**config.mk**
```make
export PLATFORM = sky130hd
export DESIGN_NAME = i2c_byte_writer
export DESIGN_NICKNAME = d
export VERILOG_FILES = /design/src/rtl/i2c_pkg.sv /design/src/rtl/i2c_qtick.sv /design/src/rtl/i2c_byte_writer.sv
export SDC_FILE = /design/constraint.sdc
export NUM_CORES = 1
export LEC_CHECK = 0
export ABC_CLOCK_PERIOD_IN_PS = 4200
export CAP_MARGIN = 10
export CELL_PAD_IN_SITES_DETAIL_PLACEMENT = 2
export CELL_PAD_IN_SITES_GLOBAL_PLACEMENT = 2
export CORE_MARGIN = 2
export CORE_UTILIZATION = 38
export DETAILED_ROUTE_END_ITERATION = 8
export GPL_ROUTABILITY_DRIVEN = 0
export PLACE_DENSITY = 0.79
export SETUP_SLACK_MARGIN = 0.3
export SLEW_MARGIN = 20
export SYNTH_ARGS = -nofsm -noshare
export SYNTH_HDL_FRONTEND = slang
export SYNTH_SLANG_ARGS = --single-unit
```
**constraint.sdc**
```tcl
create_clock -name clk -period 4.2 [get_ports clk]
set_input_delay 0.84 -clock clk [delete_from_list [all_inputs] [get_ports clk]]
set_output_delay 0.84 -clock clk [all_outputs]
set_load 0.01 [all_outputs]
```
**src/rtl/i2c_pkg.sv**
```systemverilog
// rtl/i2c_pkg.sv - shared state type, constants and divider helper for the I2C byte writer
package i2c_pkg;

    typedef enum logic [2:0] {
        RECOVER,
        IDLE,
        START_A,
        START_B,
        BIT,
        ACK,
        STOP
    } state_e;

    localparam int RECOVER_PULSES = 9;

    // Quarter-period length in system clocks; never below one cycle
    function automatic int qdiv(input int clk_hz, input int i2c_hz, input bit sim);
        int q;
        if (sim) begin
            q = 2;
        end else begin
            q = clk_hz / (4 * i2c_hz);
        end
        if (q < 1) begin
            q = 1;
        end
        return q;
    endfunction

endpackage

```
**src/rtl/i2c_qtick.sv**
```systemverilog
// rtl/i2c_qtick.sv - free-running quarter-period tick divider with clear and freeze
module i2c_qtick #(
    parameter int QDIV = 2
) (
    input  logic clk,
    input  logic rst_n,
    input  logic clear,
    input  logic freeze,
    output logic qtick
);

    localparam int W = $clog2(QDIV + 1);

    logic [W-1:0] cnt_q;
    logic [W-1:0] cnt_d;
    logic         wrap;

    assign wrap  = (cnt_q == W'(QDIV - 1));
    assign qtick = wrap && !clear && !freeze;

    // Next count: held at zero by clear, stalled by freeze, wraps every QDIV cycles
    always_comb begin
        cnt_d = cnt_q;
        if (clear) begin
            cnt_d = '0;
        end else if (!freeze) begin
            cnt_d = wrap ? '0 : cnt_q + W'(1);
        end
    end

    // Divider register
    always_ff @(posedge clk or negedge rst_n) begin
        if (!rst_n) begin
            cnt_q <= '0;
        end else begin
            cnt_q <= cnt_d;
        end
    end

endmodule

```
**src/rtl/i2c_byte_writer.sv**
```systemverilog
// rtl/i2c_byte_writer.sv - write-only I2C master (START, addr+W, one byte, STOP); I2C_CLK_STRETCH_EN enables slave clock stretching
module i2c_byte_writer
    import i2c_pkg::*;
#(
    parameter int CLK_HZ = 100_000_000,
    parameter int I2C_HZ = 100_000,
    parameter int SIM    = 0
) (
    input  logic       clk,
    input  logic       rst_n,
    input  logic       write_ena,
    input  logic [6:0] addr,
    input  logic [7:0] data,
    input  logic       sda_in,
    input  logic       scl_in,
    output logic       sda_out,
    output logic       scl_out,
    output logic       busy,
    output logic       error
);

    localparam int QDIV = qdiv(CLK_HZ, I2C_HZ, SIM != 0);

    state_e     state_q,  state_d;
    logic [1:0] qcnt_q,   qcnt_d;
    logic [3:0] bcnt_q,   bcnt_d;
    logic [7:0] shift_q,  shift_d;
    logic [7:0] data_q,   data_d;
    logic       second_q, second_d;
    logic       sda_q,    sda_d;
    logic       scl_q,    scl_d;
    logic       busy_q,   busy_d;
    logic       error_q,  error_d;

    logic       sda_meta_q, sda_sync_q;
    logic       qtick;
    logic       freeze;

    // Two-flop synchronizer for the SDA pin sense
    always_ff @(posedge clk or negedge rst_n) begin
        if (!rst_n) begin
            sda_meta_q <= 1'b1;
            sda_sync_q <= 1'b1;
        end else begin
            sda_meta_q <= sda_in;
            sda_sync_q <= sda_meta_q;
        end
    end

`ifdef I2C_CLK_STRETCH_EN
    logic scl_meta_q, scl_sync_q;
    logic scl_high_entry;

    // Two-flop synchronizer for the SCL pin sense
    always_ff @(posedge clk or negedge rst_n) begin
        if (!rst_n) begin
            scl_meta_q <= 1'b1;
            scl_sync_q <= 1'b1;
        end else begin
            scl_meta_q <= scl_in;
            scl_sync_q <= scl_meta_q;
        end
    end

    // Quarters in which SCL is released; stall there until the slave lets SCL rise
    assign scl_high_entry = (state_q == START_A)
                         || ((state_q == BIT || state_q == ACK || state_q == RECOVER) && qcnt_q == 2'd2)
                         || (state_q == STOP && qcnt_q == 2'd1);
    assign freeze = scl_high_entry && !scl_sync_q;
`else
    logic unused_scl_in;
    assign unused_scl_in = scl_in;
    assign freeze        = 1'b0;
`endif

    i2c_qtick #(
        .QDIV (QDIV)
    ) u_qtick (
        .clk    (clk),
        .rst_n  (rst_n),
        .clear  (state_q == IDLE),
        .freeze (freeze),
        .qtick  (qtick)
    );

    // Next state plus bus levels derived from the quarter being entered
    always_comb begin
        state_d  = state_q;
        qcnt_d   = qcnt_q;
        bcnt_d   = bcnt_q;
        shift_d  = shift_q;
        data_d   = data_q;
        second_d = second_q;
        error_d  = error_q;

        case (state_q)
            RECOVER: begin
                if (qtick) begin
                    qcnt_d = qcnt_q + 2'd1;
                    if (qcnt_q == 2'd3) begin
                        if (bcnt_q == 4'(RECOVER_PULSES - 1)) begin
                            state_d = STOP;
                            bcnt_d  = 4'd0;
                        end else begin
                            bcnt_d = bcnt_q + 4'd1;
                        end
                    end
                end
            end
            IDLE: begin
                if (write_ena) begin
                    state_d  = START_A;
                    qcnt_d   = 2'd0;
                    bcnt_d   = 4'd0;
                    shift_d  = {addr, 1'b0};
                    data_d   = data;
                    second_d = 1'b0;
                    error_d  = 1'b0;
                end
            end
            START_A: begin
                if (qtick) begin
                    state_d = START_B;
                end
            end
            START_B: begin
                if (qtick) begin
                    state_d = BIT;
                    qcnt_d  = 2'd0;
                    bcnt_d  = 4'd0;
                end
            end
            BIT: begin
                if (qtick) begin
                    qcnt_d = qcnt_q + 2'd1;
                    if (qcnt_q == 2'd3) begin
                        shift_d = {shift_q[6:0], 1'b0};
                        if (bcnt_q == 4'd7) begin
                            state_d = ACK;
                            bcnt_d  = 4'd0;
                        end else begin
                            bcnt_d = bcnt_q + 4'd1;
                        end
                    end
                end
            end
            ACK: begin
                if (qtick) begin
                    qcnt_d = qcnt_q + 2'd1;
                    if (qcnt_q == 2'd3) begin
                        if (sda_sync_q) begin
                            error_d = 1'b1;
                            state_d = STOP;
                        end else if (!second_q) begin
                            shift_d  = data_q;
                            second_d = 1'b1;
                            state_d  = BIT;
                        end else begin
                            state_d = STOP;
                        end
                    end
                end
            end
            STOP: begin
                if (qtick) begin
                    if (qcnt_q == 2'd2) begin
                        state_d = IDLE;
                        qcnt_d  = 2'd0;
                    end else begin
                        qcnt_d = qcnt_q + 2'd1;
                    end
                end
            end
            default: begin
                state_d = RECOVER;
                qcnt_d  = 2'd0;
                bcnt_d  = 4'd0;
            end
        endcase

        busy_d = (state_d != IDLE);
        sda_d  = 1'b1;
        scl_d  = 1'b1;
        case (state_d)
            RECOVER: scl_d = qcnt_d[1];
            START_B: sda_d = 1'b0;
            BIT: begin
                sda_d = shift_d[7];
                scl_d = qcnt_d[1];
            end
            ACK:     scl_d = qcnt_d[1];
            STOP: begin
                sda_d = (qcnt_d == 2'd2);
                scl_d = (qcnt_d != 2'd0);
            end
            default: begin
                sda_d = 1'b1;
                scl_d = 1'b1;
            end
        endcase
    end

    // FSM and registered bus outputs; reset releases the bus and schedules recovery
    always_ff @(posedge clk or negedge rst_n) begin
        if (!rst_n) begin
            state_q  <= RECOVER;
            qcnt_q   <= 2'd0;
            bcnt_q   <= 4'd0;
            shift_q  <= 8'd0;
            data_q   <= 8'd0;
            second_q <= 1'b0;
            sda_q    <= 1'b1;
            scl_q    <= 1'b1;
            busy_q   <= 1'b1;
            error_q  <= 1'b0;
        end else begin
            state_q  <= state_d;
            qcnt_q   <= qcnt_d;
            bcnt_q   <= bcnt_d;
            shift_q  <= shift_d;
            data_q   <= data_d;
            second_q <= second_d;
            sda_q    <= sda_d;
            scl_q    <= scl_d;
            busy_q   <= busy_d;
            error_q  <= error_d;
        end
    end

    assign sda_out = sda_q;
    assign scl_out = scl_q;
    assign busy    = busy_q;
    assign error   = error_q;

endmodule
```
==> results of run 1 <==
-- cell type report --
cell class / count / area, um2
tap: 72 / 90.1
sequential: 40 / 1010
multi-input combinational: 159 / 1090
clock buffer: 6 / 72.6
inverter: 13 / 48.8
timing repair buffer: 23 / 223
clock inverter: 2 / 35.0
fill: 602 / 2940
-- cell families (layout without fill, tap and decap cells) --
group,after synthesis,count (layout),share of synthesized area [%]
xor gates and xnor gates,6,6,2.41
muxes,9,9,4.59
AOI/OAI and AO/OA,45,45,14.8
and+or+nand+nor,90,90,23.0
buffers and inverters,20,44,3.85
DFF,40,40,46.2
adders and majority gates,9,9,5.17
-- per-stage QoR --
stage                     power, uW  hold slack (ns)  worst slack (ns)  utilization (%)  instances
final                           771            0.357              1.69             46.6        315
after detailed placement        469            0.348              1.40             44.6        307
after CTS                       784            0.359              1.71             46.6        315
after global placement          467            0.346              1.42             44.6        307
after floorplan                 434            0.345              2.12                -        219
after global routing            814            0.363              1.61             46.6        315
-- placed cells by master (no fill, tap or decap), types with 3 or more instances in the layout --
| cell type | count |
|---|---|
| sky130_fd_sc_hd__a21oi_1 | 9 |
| sky130_fd_sc_hd__a222oi_1 | 6 |
| sky130_fd_sc_hd__a22oi_1 | 3 |
| sky130_fd_sc_hd__a31oi_1 | 4 |
| sky130_fd_sc_hd__clkbuf_8 | 5 |
| sky130_fd_sc_hd__clkdlybuf4s50_1 | 21 |
| sky130_fd_sc_hd__dfrtp_1 | 35 |
| sky130_fd_sc_hd__dfstp_2 | 5 |
| sky130_fd_sc_hd__ha_1 | 9 |
| sky130_fd_sc_hd__inv_1 | 13 |
| sky130_fd_sc_hd__mux2_2 | 8 |
| sky130_fd_sc_hd__nand2_1 | 23 |
| sky130_fd_sc_hd__nand2b_1 | 5 |
| sky130_fd_sc_hd__nand3_1 | 8 |
| sky130_fd_sc_hd__nor2_1 | 17 |
| sky130_fd_sc_hd__nor2b_1 | 6 |
| sky130_fd_sc_hd__nor3_1 | 5 |
| sky130_fd_sc_hd__o21ai_0 | 9 |
| sky130_fd_sc_hd__xnor2_1 | 4 |
-- report_power, final --
part	internal [uW]	leakage, uW	total [uW]	switching [uW]
combinational	28.7	0.000567	54.1	25.4
clock	176	0.0000552	310	134
sequential	397	0.000490	407	9.42
-- path summary, 6_finish.rpt --
check                           start  depth (start not counted)               end
max reg2reg                state_q[2]                          8           sda_out
max in group asynchronous       rst_n                          1  u_qtick.cnt_q[3]
max                         write_ena                          7           sda_out
min reg2reg                sda_meta_q                          0        sda_sync_q
min in group asynchronous       rst_n                          1         bcnt_q[2]
min                        sda_meta_q                          0        sda_sync_q
-- registers in the layout, indices dropped and copies added, names as in the netlist, 2 cells and up --
register	cells
data_q	8
bcnt_q	4
qcnt_q	2
u_qtick.cnt_q	8
shift_q	8
state_q	3
-- routing by layer --
metal / wire [um] / up-vias / GRT usage [%] / part of all wire [%]
li1: - / 832 / - / -
met1: 2570 / 901 / 25.6 / 46
met2: 2860 / 25 / 32.3 / 51
met3: 140 / 4 / 4.19 / 2.5
met4: 41 / 0 / 4.75 / 0.73
met5: 0 / - / 0 / 0
==> flow_summary.json, run 1 <==
{
  "outcome": "complete, no violations",
  "gate_count_of_the_mapped_netlist": 219,
  "die_height_um": 79.7,
  "synthDominantCellAreaShare_pct": 40.2,
  "placed_cell_area_um2": 2460,
  "n_antenna_cell": 0,
  "drive_gt1_share_pct": 13.6,
  "synth.distinct_cells": 54,
  "kind_of_critical_path": "in2reg",
  "final.period_utilization_pct": 59.6,
  "grt_max_degree": 41,
  "wl_per_cell_um": 17.8,
  "cpMaxStageDelayCell": "sky130_fd_sc_hd__clkdlybuf4s50_1",
  "dr_total_vias": 1762,
  "worst_ep_arrival_time_ns": 2.72,
  "detailedPlacementHpwl_mm": 4.07,
  "cts_setup_buffers": 0,
  "synth_edf_count": 0,
  "max_cap_violations": 0,
  "timing.fmax_ghz": 0.399,
  "fp.dieArea_um2": 6360,
  "crit_path_frequent_cell": "sky130_fd_sc_hd__a21oi_1",
  "yosys.area.top_type": "sky130_fd_sc_hd__dfrtp_1",
  "fin_setup_tns_ns": 0,
  "timing.critical_path.buf_inv": 1,
  "crit_path_start_kind": "input port",
  "endpoint_kind": "flip-flop",
  "buffer_ports.inserted": 22,
  "via_per_inst": 5.59,
  "grt_pass1_vias": 1855,
  "ff2ff_setup_slack_ns": 1.77,
  "antenna_found_initial": 0,
  "synth.area.top_cells": "sky130_fd_sc_hd__dfrtp_1, sky130_fd_sc_hd__dfstp_2, sky130_fd_sc_hd__ha_1",
  "crit_family": "compound AO/OA/AOI/OAI gates",
  "skew_ns": 0.00663,
  "synth-seq-area-share_pct": 46.2,
  "critical_path.cell_chain": "clkdlybuf4s50_1 > or3b_1 > a21oi_1 > a21oi_1 > o211ai_2 > nor3b_1 > o41a_1",
  "cts-root-to-sink-buffers": 2,
  "crit_required_ns": 4.41,
  "hold_viol": 0,
  "final.min_clock_period_ns": 2.51,
  "ctsRootBufferMaster": "sky130_fd_sc_hd__clkbuf_8",
  "cp_slowest_stage_delay_ns": 0.52,
  "clock_insertion_delay_at_the_later_pin_of_the_skew_report_ns": 0.29,
  "vdd_ir_drop_max_v": 0.000176,
  "synth_async_sr_flop_share_pct": 100,
  "synth_commonest_cells": "sky130_fd_sc_hd__dfrtp_1, sky130_fd_sc_hd__nand2_1, sky130_fd_sc_hd__nor2_1",
  "grt_first_pass_wirelength_mm": 9.39,
  "standby_leakage_power_uw": 0.00111,
  "synth_flop_cell": "sky130_fd_sc_hd__dfrtp_1",
  "drt-total-wl_mm": 5.62,
  "design.portCount": 24,
  "cellPowerDensity_nw_per_um2": 301,
  "detailedRoute.firstPassIterationCount": 4,
  "cts-resized-gates": 0,
  "hold_buffers": 0,
  "setup_repair_after_global_routing_missed_its_margin": "false",
  "finalInstanceArea_um2": 2560,
  "normalized_max_slew_margin_pct": 39.2,
  "drtIter0Drc": 138,
  "numCtsBuffers": 5,
  "synth.avg_cell_area_um2": 9.95,
  "detail-route-antenna-nets": 0,
  "synthesis.yosys.warnings": 0,
  "min_path_type": "reg2reg",
  "core_region_area_um2": 5510,
  "final_max_slew_viol_count": 0,
  "cts_htree_levels": 2,
  "grt.total_usage_pct": 19.3,
  "drc": 0,
  "synth_fp_nets": 248,
  "timing.final.setup_violations": 0,
  "tritoncts": "yes",
  "flop_and_latch_count_out_of_synthesis": 40,
  "tightest_slew_ns": 0.912,
  "syn2layout_area_growth_pct": 17.7,
  "start_util_pct": 39.6,
  "core.rowCount": 27,
  "synth_most_common_cell": "sky130_fd_sc_hd__dfrtp_1",
  "numClockSinks": 40,
  "global_route.overflow_total": 0,
  "syn-cell-area_um2": 2180,
  "nNetsFinal": 271,
  "clk_pin_slew_worst_paths_ns": 0.08,
  "worstPathMaxFanout": 5,
  "dieWidth_um": 79.7
}
Note: power is estimated with default switching activity, not from simulation.
==> run 2, diff against run 1 <==
--- a/config.mk
+++ b/config.mk
@@ -5,15 +5,15 @@
 export SDC_FILE = /design/constraint.sdc
 export NUM_CORES = 1
 export LEC_CHECK = 0
-export ABC_CLOCK_PERIOD_IN_PS = 4200
+export ABC_CLOCK_PERIOD_IN_PS = 2550
 export CAP_MARGIN = 10
 export CELL_PAD_IN_SITES_DETAIL_PLACEMENT = 2
 export CELL_PAD_IN_SITES_GLOBAL_PLACEMENT = 2
 export CORE_MARGIN = 2
-export CORE_UTILIZATION = 38
+export CORE_UTILIZATION = 36
 export DETAILED_ROUTE_END_ITERATION = 8
 export GPL_ROUTABILITY_DRIVEN = 0
-export PLACE_DENSITY = 0.79
+export PLACE_DENSITY = 0.75
 export SETUP_SLACK_MARGIN = 0.3
 export SLEW_MARGIN = 20
 export SYNTH_ARGS = -nofsm -noshare
==> constraint.sdc (replaced) <==
create_clock -name clk -period 2.55 [get_ports clk]
set_input_delay 0.51 -clock clk [delete_from_list [all_inputs] [get_ports clk]]
set_output_delay 0.51 -clock clk [all_outputs]
set_load 0.01 [all_outputs]
==> flow_summary.json, run 2 (synthesis results as in run 1) <==
{
  "kind_of_critical_path": "reg2reg",
  "crit_family": "simple AND/OR/NAND/NOR gates",
  "cts-root-to-sink-buffers": 2,
  "nNetsFinal": 281,
  "standby_leakage_power_uw": 0.00115,
  "buffer_ports.inserted": 22,
  "drtIter0Drc": 89,
  "die_height_um": 81.8,
  "syn2layout_area_growth_pct": 21.9,
  "via_per_inst": 5.53,
  "placed_cell_area_um2": 2500,
  "filler_cell_count": 639,
  "min_path_type": "in2async",
  "grt_max_degree": 41,
  "hold_viol": 0,
  "ctsRootBufferMaster": "sky130_fd_sc_hd__clkbuf_8",
  "worst_ep_arrival_time_ns": 2.37,
  "netSwitchingPower_uw": 287,
  "numCtsBuffers": 5,
  "cellPowerDensity_nw_per_um2": 447,
  "final-seq-area_um2": 1010,
  "detailedRoute.firstPassIterationCount": 6,
  "n_antenna_cell": 0,
  "dr_total_vias": 1813,
  "worstPathMaxFanout": 3,
  "grt_first_pass_wirelength_mm": 9.94,
  "dieWidth_um": 81.8,
  "clockPowerShare_pct": 35.3,
  "final_common_cell": "sky130_fd_sc_hd__dfrtp_1",
  "drt-total-wl_mm": 6.02,
  "swShare_pct": 24.2,
  "core_region_area_um2": 5890,
  "clock_insertion_delay_at_the_later_pin_of_the_skew_report_ns": 0.30,
  "outcome": "complete, no violations",
  "tritoncts": "yes",
  "seqPwrFrac_pct": 56.2,
  "timing.critical_path.buf_inv": 1,
  "fin_setup_tns_ns": 0,
  "cts_htree_levels": 2,
  "grt_pass1_vias": 1927,
  "finalInstanceArea_um2": 2660,
  "final.min_clock_period_ns": 2.17,
  "final_max_slew_viol_count": 0,
  "wl_per_cell_um": 18.4,
  "design.portCount": 24,
  "endpoint_kind": "flip-flop",
  "critical_path.cell_chain": "inv_1 > ha_2 > nand3_4 > nor2_4 > nand2_1 > ha_1 > nor3_2 > a21oi_1 > o211ai_2 > nor3b_2 > o41a_1",
  "multi_input_area_um2": 1120,
  "global_route.overflow_total": 0,
  "start_util_pct": 37.0,
  "vdd_ir_drop_max_v": 0.000292,
  "crit_path_start_kind": "flip-flop",
  "max_cap_violations": 0,
  "crit_required_ns": 2.75,
  "skew_ns": 0.00988,
  "final.period_utilization_pct": 85.1,
  "mostFrequentLayoutCells": "sky130_fd_sc_hd__dfrtp_1, sky130_fd_sc_hd__nand2_1, sky130_fd_sc_hd__clkdlybuf4s50_1, sky130_fd_sc_hd__nor2_1, sky130_fd_sc_hd__inv_1",
  "timing.fmax_ghz": 0.461,
  "p_int_uw": 900,
  "drc": 0,
  "tightest_slew_ns": 0.634,
  "timing.final.setup_violations": 0,
  "largestRegisters": "data_q (8), shift_q (8), u_qtick.cnt_q (8)",
  "numClockSinks": 40,
  "clk_pin_slew_worst_paths_ns": 0.08,
  "grt.total_usage_pct": 20.0,
  "detail-route-antenna-nets": 0,
  "hold_buffers": 0,
  "antenna_found_initial": 0,
  "cpMaxStageDelayCell": "sky130_fd_sc_hd__dfrtp_1",
  "normalized_max_slew_margin_pct": 57.7,
  "setup_repair_after_global_routing_missed_its_margin": "true",
  "core.rowCount": 28,
  "comb_power_share_pct": 8.5,
  "cp_slowest_stage_delay_ns": 0.39,
  "detailedPlacementHpwl_mm": 4.17,
  "drive_gt1_share_pct": 19.8,
  "fp.dieArea_um2": 6690
}
## run 2: cell count changes in the layout (fill, tap and decap cells not counted), sizes merged
cell	before	now
clkinvlp	0	1
bufinv	1	0
buf	2	12
## run 2: path summary, 6_finish.rpt
kind | start | endpoint | slack, ns | cells past startpoint
min | rst_n | u_qtick.cnt_q[2] | 0.26 | 2
max reg2reg | u_qtick.cnt_q[1] | sda_out | 0.38 | 11
max | u_qtick.cnt_q[1] | sda_out | 0.38 | 11
min reg2reg | sda_meta_q | sda_sync_q | 0.36 | 0
max in group asynchronous | rst_n | busy | 1.89 | 2
min in group clk | sda_meta_q | sda_sync_q | 0.36 | 0
## run 2: per-stage QoR
step | hold WS [ns] | utilization (%) | setup WS (ns) | power (uW) | cells
6_report | 0.261 | 45.2 | 0.380 | 1190 | 328
5_1_grt | 0.312 | 45.2 | 0.246 | 1240 | 328
4_1_cts | 0.290 | 44.5 | 0.327 | 1200 | 326
3_5_place_dp | 0.348 | 42.5 | 0.185 | 776 | 315
3_3_place_gp | 0.347 | 42.5 | 0.194 | 772 | 315
2_1_floorplan | 0.214 | - | 0.526 | 715 | 219
## run 2: routing by layer
layer	part of all wire [%]	global-route usage (%)
met5	0	0
met4	1.1	5.00
met3	1.7	3.41
met2	51	34.1
met1	46	26.3
## run 2: final cells by class
type / instances / share of cell area, %
clock buffer: 6 / 2.73
clock inverter: 2 / 0.471
inverter: 13 / 1.84
multi-input combinational: 159 / 42.3
sequential: 40 / 37.9
tap: 75 / 3.53
timing repair buffer: 33 / 11.2
## run 2: power groups by stage
stage	combinational [uW]	clock (uW)	sequential, uW
2_1_floorplan	38.1	0	677
3_3_place_gp	94.4	0	678
3_5_place_dp	97.6	0	679
4_1_cts	98.5	434	667
5_1_grt	113	456	670
6_report	101	419	667
## run 2: repair_timing
action | 4_1_cts | 5_1_grt
endpoints found under the setup margin | 2 | 9
gates cloned | 0 | 0
pin swaps | 1 | 3
resized for setup | 3 | 6
setup buffers | 3 | 2
==> run 3, diff against run 2 <==
--- a/config.mk
+++ b/config.mk
@@ -13,7 +13,7 @@
 export CORE_UTILIZATION = 36
 export DETAILED_ROUTE_END_ITERATION = 8
 export GPL_ROUTABILITY_DRIVEN = 0
-export PLACE_DENSITY = 0.75
+export PLACE_DENSITY_LB_ADDON = 0.08
 export SETUP_SLACK_MARGIN = 0.3
 export SLEW_MARGIN = 20
 export SYNTH_ARGS = -nofsm -noshare
==> constraint.sdc (replaced) <==
create_clock -name clk -period 2.55 [get_ports clk]
set_input_delay 0.765 -clock clk [delete_from_list [all_inputs] [get_ports clk]]
set_output_delay 0.765 -clock clk [all_outputs]
set_load 0.01 [all_outputs]
==> flow_summary.json, run 3 (synthesis results as in run 1) <==
{
  "outcome": "complete, no violations",
  "clk_pin_slew_worst_paths_ns": 0.08,
  "cellPowerDensity_nw_per_um2": 538,
  "clock_insertion_delay_at_the_later_pin_of_the_skew_report_ns": 0.29,
  "vdd_ir_drop_max_v": 0.000220,
  "via_per_inst": 5.53,
  "kind_of_critical_path": "reg2reg",
  "worstPathMaxFanout": 4,
  "finish.cell_count_without_fillers": 331,
  "die_height_um": 81.8,
  "buffer_ports.inserted": 22,
  "wl_per_cell_um": 19.4,
  "detailedRoute.firstPassIterationCount": 4,
  "worst_ep_arrival_time_ns": 2.41,
  "final.min_clock_period_ns": 2.20,
  "max_cap_violations": 0,
  "final_max_slew_viol_count": 0,
  "skew_ns": 0.00848,
  "global_route.overflow_total": 0,
  "timing.final.setup_violations": 0,
  "placed_cell_area_um2": 2520,
  "endpoint_kind": "flip-flop",
  "dpl.cell_count": 318,
  "cts-root-to-sink-buffers": 2,
  "crit_required_ns": 2.76,
  "final.period_utilization_pct": 86.2,
  "grt_first_pass_wirelength_mm": 10.6,
  "standby_leakage_power_uw": 0.00122,
  "cts_htree_levels": 2,
  "hold_ws_ns": 0.367,
  "fin_setup_tns_ns": 0,
  "design.portCount": 24,
  "mostFrequentLayoutCells": "sky130_fd_sc_hd__dfrtp_1, sky130_fd_sc_hd__nand2_1, sky130_fd_sc_hd__clkdlybuf4s50_1, sky130_fd_sc_hd__nor2_1, sky130_fd_sc_hd__buf_4",
  "drtIter0Drc": 91,
  "largestRegisters": "data_q (8), shift_q (8), u_qtick.cnt_q (8)",
  "syn2layout_area_growth_pct": 26.7,
  "numCtsBuffers": 5,
  "normalized_max_slew_margin_pct": 62.1,
  "timing.fmax_ghz": 0.455,
  "detailedPlacementHpwl_mm": 4.43,
  "min_path_type": "reg2reg",
  "finalInstanceArea_um2": 2760,
  "tritoncts": "yes",
  "ctsRootBufferMaster": "sky130_fd_sc_hd__clkbuf_8",
  "fp.dieArea_um2": 6690,
  "final_common_cell": "sky130_fd_sc_hd__dfrtp_1",
  "dr_total_vias": 1829,
  "drive_gt1_share_pct": 22.3,
  "tightest_slew_ns": 0.564,
  "start_util_pct": 37.0,
  "nNetsFinal": 284,
  "core_region_area_um2": 5890,
  "filler_cell_count": 644,
  "grt_pass1_vias": 2084,
  "detail-route-antenna-nets": 0,
  "crit_path_start_kind": "flip-flop",
  "core.rowCount": 28,
  "n_antenna_cell": 0,
  "hold_viol": 0,
  "grt.total_usage_pct": 21.2,
  "grt_max_degree": 41,
  "setup_repair_after_global_routing_missed_its_margin": "true",
  "dieWidth_um": 81.8,
  "numClockSinks": 40,
  "drc": 0,
  "antenna_found_initial": 0,
  "drt-total-wl_mm": 6.41
}
[run 3: cell count changes in the layout (fill, tap and decap cells not counted), moves of 2 or more]
cell                        previous run  this run
sky130_fd_sc_hd__buf_4                11        14
sky130_fd_sc_hd__bufinv_16             0         3
sky130_fd_sc_hd__a21oi_1               9         7
sky130_fd_sc_hd__a21oi_2               0         2
sky130_fd_sc_hd__ha_1                  7         9
sky130_fd_sc_hd__ha_2                  2         0
[run 3: critical path: stages, from the launching register on]
cell and delay, ns:
sky130_fd_sc_hd__dfrtp_1 0.39, sky130_fd_sc_hd__inv_1 0.07, sky130_fd_sc_hd__ha_1 0.18, sky130_fd_sc_hd__nand3_2 0.14
sky130_fd_sc_hd__nor2_4 0.19, sky130_fd_sc_hd__buf_4 0.15, sky130_fd_sc_hd__nand2_2 0.06, sky130_fd_sc_hd__a221o_2 0.41
sky130_fd_sc_hd__nor3b_2 0.18, sky130_fd_sc_hd__o41a_1 0.37
[run 3: final timing paths]
check / from / endpoint / slack [ns] / cells past startpoint
max in group asynchronous: rst_n / u_qtick.cnt_q[2] / 1.64 / 2
hold reg to reg: sda_meta_q / sda_sync_q / 0.37 / 0
min in group asynchronous: rst_n / qcnt_q[1] / 0.52 / 2
setup reg to reg: u_qtick.cnt_q[1] / sda_out / 0.35 / 9
hold / removal: sda_meta_q / sda_sync_q / 0.37 / 0
setup / recovery: u_qtick.cnt_q[1] / sda_out / 0.35 / 9
[run 3: what timing repair did]
| item | in CTS | in global routing |
|---|---|---|
| hold buffers | 0 | 0 |
| setup buffers | 3 | 2 |
| gates resized for setup | 3 | 9 |
| setup endpoints to repair | 2 | 5 |
| pin swaps | 1 | 4 |
[run 3: cell type report]
type                       count  area (um2)  share of cell area, %
timing repair buffer          36         323                   11.7
sequential                    40        1010                   36.5
clock inverter                 3        90.1                   3.26
clock buffer                   5        68.8                   2.49
tap                           75        93.8                   3.40
inverter                      13        48.8                   1.77
multi-input combinational    159        1130                   40.9
[run 3: stage by stage]
stage                     setup WS [ns]  utilization, %  total power (uW)
after CTS                         0.313            46.2              1510
after global placement           0.0158            42.8               774
after detailed placement       -0.00519            42.8               780
after global routing              0.244            46.9              1550
final                             0.351            46.9              1490
after floorplan                   0.526               -               715
[run 3: where the power goes]
| group | internal, uW | switching (uW) | leakage [uW] | total [uW] |
|---|---|---|---|---|
| clock | 490 | 226 | 0.0000784 | 716 |
| sequential | 654 | 12.9 | 0.000488 | 667 |
| combinational | 54.1 | 48.1 | 0.000652 | 102 |
[run 3: per-layer routing]
layer / routed length [um] / global-route usage [%] / vias up
met5: 0 / 0 / -
met2: 3450 / 37.8 / 23
met1: 2720 / 25.6 / 940
met4: 85 / 6.17 / 0
li1: - / - / 857
met3: 149 / 4.62 / 9
